$ cat src/rtl/if_stage.sv
// Instruction-fetch stage: owns the fetch PC, the imem read handshake, the IF/ID
// register and a direct-mapped BTB of 2-bit counters for next-PC prediction.
module if_stage #(
    parameter logic [31:0] RESET_PC    = 32'h0000_0060,
    parameter int          BTB_ENTRIES = 16
) (
    input  logic        clk,
    input  logic        rst,
    input  logic        stall,
    input  logic        redirect,
    input  logic [31:0] redirect_pc,
    input  logic        upd_valid,
    input  logic [31:0] upd_pc,
    input  logic        upd_taken,
    input  logic [31:0] upd_target,
    output logic        imem_read,
    output logic [31:0] imem_address,
    input  logic [31:0] imem_rdata,
    input  logic        imem_resp,
    output logic [31:0] instr_IFID,
    output logic [31:0] pc_addr_IFID,
    output logic        taken_IFID
);
    localparam int          IDX_W = $clog2(BTB_ENTRIES);
    localparam int          TAG_W = 32 - IDX_W - 2;
    localparam logic [31:0] NOP   = 32'h0000_0013;

    typedef enum logic [1:0] {REQ, HOLD, DRAIN} state_t;

    state_t      state_reg;
    logic [31:0] pc_reg;
    logic [31:0] pending_pc_reg;
    logic [31:0] skid_instr_reg;
    logic [31:0] skid_pc_reg;
    logic [31:0] skid_next_reg;
    logic        skid_pred_reg;

    logic [BTB_ENTRIES-1:0] btb_valid_reg;
    logic [TAG_W-1:0]       btb_tag_reg    [BTB_ENTRIES];
    logic [31:0]            btb_target_reg [BTB_ENTRIES];
    logic [1:0]             btb_ctr_reg    [BTB_ENTRIES];

    logic [IDX_W-1:0] fetch_idx;
    logic [TAG_W-1:0] fetch_tag;
    logic [IDX_W-1:0] upd_idx;
    logic [TAG_W-1:0] upd_tag;
    logic             pred_taken;
    logic             upd_hit;
    logic [31:0]      next_pc;
    logic             unused_ok;

    assign fetch_idx = pc_reg[IDX_W+1:2];
    assign fetch_tag = pc_reg[31:IDX_W+2];
    assign upd_idx   = upd_pc[IDX_W+1:2];
    assign upd_tag   = upd_pc[31:IDX_W+2];
    assign unused_ok = ^upd_pc[1:0];

    // Lookup sees the table as it was before any same-edge update.
    assign pred_taken = btb_valid_reg[fetch_idx] && (btb_tag_reg[fetch_idx] == fetch_tag)
                        && btb_ctr_reg[fetch_idx][1];
    assign next_pc    = pred_taken ? btb_target_reg[fetch_idx] : pc_reg + 32'd4;
    assign upd_hit    = btb_valid_reg[upd_idx] && (btb_tag_reg[upd_idx] == upd_tag);

    // DRAIN keeps the old address on the bus; only HOLD drops the request.
    assign imem_read    = (state_reg != HOLD);
    assign imem_address = {pc_reg[31:2], 2'b00};

    always_ff @(posedge clk or posedge rst) begin
        if (rst) begin
            btb_valid_reg <= '0;
        end else if (upd_valid && !upd_hit && upd_taken) begin
            btb_valid_reg[upd_idx] <= 1'b1;
        end
    end

    always_ff @(posedge clk) begin
        if (upd_valid) begin
            if (upd_hit) begin
                if (upd_taken) begin
                    if (btb_ctr_reg[upd_idx] != 2'b11)
                        btb_ctr_reg[upd_idx] <= btb_ctr_reg[upd_idx] + 2'd1;
                    btb_target_reg[upd_idx] <= upd_target;
                end else if (btb_ctr_reg[upd_idx] != 2'b00) begin
                    btb_ctr_reg[upd_idx] <= btb_ctr_reg[upd_idx] - 2'd1;
                end
            end else if (upd_taken) begin
                btb_tag_reg[upd_idx]    <= upd_tag;
                btb_target_reg[upd_idx] <= upd_target;
                btb_ctr_reg[upd_idx]    <= 2'b10;
            end
        end
    end

    always_ff @(posedge clk or posedge rst) begin
        if (rst) begin
            state_reg      <= REQ;
            pc_reg         <= RESET_PC;
            pending_pc_reg <= RESET_PC;
            skid_instr_reg <= NOP;
            skid_pc_reg    <= '0;
            skid_next_reg  <= RESET_PC;
            skid_pred_reg  <= 1'b0;
            instr_IFID     <= NOP;
            pc_addr_IFID   <= '0;
            taken_IFID     <= 1'b0;
        end else if (redirect) begin
            instr_IFID   <= NOP;
            pc_addr_IFID <= '0;
            taken_IFID   <= 1'b0;
            // An unanswered request must be drained before the new PC goes out.
            if ((state_reg == REQ || state_reg == DRAIN) && !imem_resp) begin
                pending_pc_reg <= redirect_pc;
                state_reg      <= DRAIN;
            end else begin
                pc_reg    <= redirect_pc;
                state_reg <= REQ;
            end
        end else begin
            case (state_reg)
                REQ: begin
                    if (imem_resp && !stall) begin
                        instr_IFID   <= imem_rdata;
                        pc_addr_IFID <= pc_reg;
                        taken_IFID   <= pred_taken;
                        pc_reg       <= next_pc;
                    end else if (imem_resp) begin
                        skid_instr_reg <= imem_rdata;
                        skid_pc_reg    <= pc_reg;
                        skid_pred_reg  <= pred_taken;
                        skid_next_reg  <= next_pc;
                        state_reg      <= HOLD;
                    end else if (!stall) begin
                        instr_IFID   <= NOP;
                        pc_addr_IFID <= '0;
                        taken_IFID   <= 1'b0;
                    end
                end
                HOLD: begin
                    if (!stall) begin
                        instr_IFID   <= skid_instr_reg;
                        pc_addr_IFID <= skid_pc_reg;
                        taken_IFID   <= skid_pred_reg;
                        pc_reg       <= skid_next_reg;
                        state_reg    <= REQ;
                    end
                end
                DRAIN: begin
                    if (!stall) begin
                        instr_IFID   <= NOP;
                        pc_addr_IFID <= '0;
                        taken_IFID   <= 1'b0;
                    end
                    if (imem_resp) begin
                        pc_reg    <= pending_pc_reg;
                        state_reg <= REQ;
                    end
                end
                default: state_reg <= REQ;
            endcase
        end
    end
endmodule

$ cat config.mk
export PLATFORM = sky130hd
export DESIGN_NAME = if_stage
export DESIGN_NICKNAME = d
export VERILOG_FILES = /design/src/rtl/if_stage.sv
export SDC_FILE = /design/constraint.sdc
export NUM_CORES = 2
export LEC_CHECK = 0
export CORE_MARGIN = 2
export CORE_UTILIZATION = 55
export CTS_CLUSTER_DIAMETER = 80
export CTS_CLUSTER_SIZE = 10
export DETAILED_ROUTE_END_ITERATION = 8
export GPL_ROUTABILITY_DRIVEN = 0
export PLACE_DENSITY_LB_ADDON = 0.3
export SLEW_MARGIN = 20
export SYNTH_ARGS = -nofsm -noshare
export SYNTH_HDL_FRONTEND = slang
export SYNTH_SLANG_ARGS = --single-unit
$ cat constraint.sdc
create_clock -name clk -period 17.7 [get_ports clk]
set_clock_uncertainty 0.1 [all_clocks]
set_input_delay 3.54 -clock clk [delete_from_list [all_inputs] [get_ports clk]]
set_output_delay 3.54 -clock clk [all_outputs]
set_load 0.1 [all_outputs]
After elaboration in Yosys (flattened, before gate mapping):

Memories as Yosys holds them, arrays and structs flattened.
Cells that the tools add are included.

* bits in registers: 244
* RAM bits: 960
* input bits: 135
* output and inout bits: 98
* logic and storage cells: 117
* memories: 3

* add/subtract/negate cells: 3
* order comparisons: 3
* eq/ne operators: 13
* multiplexer cells: 58
* bitwise logic cells: 6
* reduce and logical (&&, ||, !) cells: 20

Memories
* btb_target_reg: depth 16, bits a word 32, read ports 1, clocked after Yosys merged registers in 0, write ports 1, RTL line 40 `logic [31:0] btb_target_reg [BTB_ENTRIES];`
* btb_tag_reg: depth 16, bits a word 26, read ports 2, clocked after Yosys merged registers in 0, write ports 1, RTL line 39 `logic [TAG_W-1:0] btb_tag_reg [BTB_ENTRIES];`
* btb_ctr_reg: depth 16, bits a word 2, read ports 2, clocked after Yosys merged registers in 0, write ports 1, RTL line 41 `logic [1:0] btb_ctr_reg [BTB_ENTRIES];`

Operator list (count)
* $mux W32: 17
* $pmux W32 S3: 3
* $eq A26 B26 Y1: 2
* $add A32 B3 Y32 const B: 1
* $mux W1: 25
* $mux W2: 8
* $or A16 B16 Y16: 1
* $ne A3 B3 Y1 const B: 4
* $lt A4 B5 Y1 const B: 2
* $bmux W1 S4: 2
* $logic_and A1 B1 Y1: 8
* $reduce_and A4 Y1: 2
* $pmux W2 S3: 1
* $reduce_and A5 Y1: 1
* $demux W1 S4: 1
* $ge A4 B1 Y1 const B: 1
* $ne A2 B2 Y1 const B: 2
* $ne A4 B3 Y1 const B: 1
* $reduce_bool A4 Y1: 1
* $logic_not A1 Y1: 3
* $ne A3 B2 Y1 const B: 1
* $or A1 B1 Y1: 3
* $pmux W1 S3: 1
* $reduce_and A3 Y1: 1
* other kinds (10): 11

Depth between registers and ports, before layout:

An unclocked memory read counts as a cell.

* depth in word-level cells: 9
* depth in mapped cells: 15
* mapped depth without buffers: 10

Worst setup path after synthesis:

Ideal clock, no wire load.

* path kind: input-to-reg
* start point: in upd_pc[2]
* end point: mem btb_tag_reg[0][0] (netlist name), enable pin
* data arrival time: 7634 ps
* data required time: 17158 ps
* setup slack: 9525 ps
* cell stages on the path: 11
* cell sequence: buf_4 buf_6 buf_2 buf_2 mux4_2 mux2i_1 xor2_1 o2111ai_1 nand4b_2 nand3_1 nor3_1

* cells in the longest elaborated chain, start to end: 6
* elaborated cells between the ends (all ways): 8
* those cells by class: eq/ne (1); mux (5); reduce/logical (1); memory (1)

Ends and longest elaborated chain
* from (decl): RTL line 13 `input logic [31:0] upd_pc,`
* $mem_v2 Z16 W26 / $bmux W1 S4 (equally long branches)
* $eq A26 B26 Y1 / $mux W1 (equally long branches): RTL line 62 `assign upd_hit = btb_valid_reg[upd_idx] && (btb_tag_reg[upd_idx] == upd_tag);`
* $logic_and A1 B1 Y1: RTL line 62
* $mux W1: RTL line 78 `if (upd_hit) begin`
* $mux W1: RTL line 77 `if (upd_valid) begin`
* $mux W1 (not written as such): RTL line 87 `btb_tag_reg[upd_idx] <= upd_tag;`
* to (decl): RTL line 39

Parallel ways exist; a longest one is shown, timed or not. The select of a mux whose other input is x is not followed.

Worst setup path after layout:

* start point: in upd_pc[2]
* end point: mem btb_tag_reg[14][3] (netlist name), enable pin

Same word-level chain as after synthesis.

==> run metrics <==
final net count 3,451; Area contributors post-synth edfxtp_1 (54%), mux4_2 (16%), dfrtp_1 (11%); multi-input logic area 17,300 um^2; Reg clk slew, reported paths 0.05 ns; Setup crit start kind primary input; start of the worst register-to-register path pc_reg[3]; clk_lat worst skew 0.75 ns; clock sink total 1,204; Pint 5.68 mW; GRT Util Overall 30.4%; Peak VDD IR 144 uV; Yosys warnings 0; worst path required time 18.03 ns; syn_area_per_cell 17.1 um^2; Final Critical Period 9.12 ns; dpl ws 7.81 ns; Fill cells 6,653; clock root cell clkbuf_16; R2R depth 10; Finished Core Util 63.1%; Register Area 35,000 um^2; Clock Power Share 30.3%; Residual DRC 0; fmax 0.110 GHz; PnR worst setup slack 8.58 ns; quantity of gates resized following cts 0; Final Cycle Share 51.5%; layout cell share with drive strength beyond 1 23.3%; MaxCap Viol Count 0; Core ar. 96,400 um^2; R2R Path End pc_reg[16]; Via-to-Cell Ratio 6.87; via count 31,900; Boundary Pins 233; RSZ-0062 raised after global routing false; Final Hold Fails 0; Finished Layout Cells 4,649; most common cell after layout, fill and taps aside edfxtp_1; cell count after synthesis 3,118; PortBufs 228; combinational share of power 29.1%; vias in the first global route 32,400; Most used DFF post-synth edfxtp_1; Final Routed Wirelength 149 mm; crit path max fanout 45; wire per inst 32.1 um; Worst Setup Path Type in -> reg; max reg flops 512; Routed Antenna Nets 0; Leak 20.6 nW; setup TNS 0 ns; dpl hpwl 88.3 mm; synth unique cells 90; Hold Buf Count CTS 0; worst hold path startpoint pc_addr_IFID[16]; Die ar. 99,700 um^2; Seq cells post-synth 1,204; synthesis-to-finish area growth 13.9%; number of synthesized flops with an enable pin 960; # Post-CTS Setup Buffers 0; die width 316 um; Sw Share 33.1%; largest net degree at the start of global routing 137; Synth area leader edfxtp_1; Syn Std Cell Area 53,400 um^2; power per cell area 139 nW/um^2; hold path endpoint pc_addr_IFID[16]; switching pwr 2.81 mW; # setup viols final 0; DP Area 56,900 um^2; TritonCTS Buffers 138; hold depth 2; run status finished clean; worst-case clock buffer depth 3; initial antenna violation count 13; fin area 60,900 um^2; Starting DRT DRC Count 4,590; Slew @ Worst Pin 1.11 ns; H-Tree Depth 4; std cell rows 114; r2r setup slk 11.64 ns; Slew Limit Fails 0; first-pass GRT wire length 219 mm; Pre-antenna DRT Iters 6; Min-Delay Path Class reg -> reg; total gr overflow 0; Synth top area share 53.9%; Die Height 316 um; arrival time at the worst endpoint 9.45 ns; CTS tree yes; initial core utilization 55.4%; FFs w/ async S/R, synth 20.3%; Reg power frac 40.6%; Setup crit end kind flip-flop; post-synthesis sequential area ratio 65.4%; Slew headroom 26.0%; placed insts 4,448; commonest non-fill, non-tap cells in the layout edfxtp_1 (960), mux4_2 (377), dfrtp_1 (229)
per-layer routing:
metal | track usage, % | wire (um)
met1 | 40.6 | 53300
met2 | 48.5 | 73400
met3 | 6.93 | 16500
met4 | 13.0 | 6000
met5 | 0 | 70
kinds of logic after synthesis:
family | count (synthesis) | share of synthesized area [%]
buf+inv | 283 | 2.74
flops | 1204 | 65.4
fa+ha+maj | 4 | 0.0937
compound gates | 467 | 5.92
other cells | 1 | 0.00702
simple gates | 480 | 4.24
mux | 606 | 20.4
xor+xnor | 73 | 1.20
critical path: stages:
cell	delay, ns
clkbuf_8	0.43
buf_4	0.76
buf_4	0.79
mux4_2	0.59
mux2i_1	0.22
o22ai_1	0.13
nor4_1	0.61
a21oi_1	0.16
a2111oi_2	0.55
nand4b_2	0.38
nand3_1	0.60
nor2_4	0.19
buf_4	0.35
through the flow:
| stage | power, mW | hold WS [ns] |
|---|---|---|
| after floorplan | 5.18 | 0.344 |
| after global routing | 8.74 | 0.393 |
| after global placement | 5.87 | 0.359 |
| after CTS | 8.48 | 0.376 |
| final | 8.49 | 0.378 |
| after detailed placement | 5.92 | 0.368 |
power by group through the flow:
stage | clock network (mW) | logic [mW] | registers, mW
3_5_place_dp | 0 | 2.44 | 3.49
4_1_cts | 2.60 | 2.45 | 3.44
6_report | 2.57 | 2.47 | 3.44
3_3_place_gp | 0 | 2.39 | 3.47
5_1_grt | 2.70 | 2.58 | 3.46
2_1_floorplan | 0 | 1.71 | 3.47
synth_stat cells (19+ instances only):
master and instances:
a21oi_1 83, a22oi_1 105, buf_1 31, buf_2 51, buf_4 51, clkbuf_1 105
dfrtp_1 232, edfxtp_1 960, inv_1 23, mux2_2 84, mux2i_1 144, mux4_2 377
nand2_1 195, nand3_1 32, nor2_1 113, nor3_1 33, o21ai_0 95, or3_1 21
xnor2_1 54, xor2_1 19
worst max path at each step:
stage | start | to | slack [ns] | depth (start not counted)
global route | upd_pc[2] | btb_tag_reg[15][10] | 8.28 | 13
floorplan | rst | btb_valid_reg[0] | 7.38 | 1
finish | upd_pc[2] | btb_tag_reg[14][3] | 8.58 | 13
CTS | upd_pc[2] | btb_tag_reg[14][3] | 8.58 | 13
detailed placement | upd_pc[2] | btb_tag_reg[15][7] | 7.81 | 13
global placement | upd_pc[2] | btb_tag_reg[15][1] | 7.90 | 13
final cells by class:
| class | instances | share of cell area, % |
|---|---|---|
| Antenna cell | 10 | 0.0411 |
| Clock buffer | 179 | 6.07 |
| Clock inverter | 12 | 0.460 |
| Inverter | 28 | 0.187 |
| Multi-Input combinational cell | 1632 | 28.5 |
| Sequential cell | 1204 | 57.4 |
| Tap cell | 1276 | 2.62 |
| Timing Repair Buffer | 308 | 4.72 |
Power figures use the tool's default switching activity.
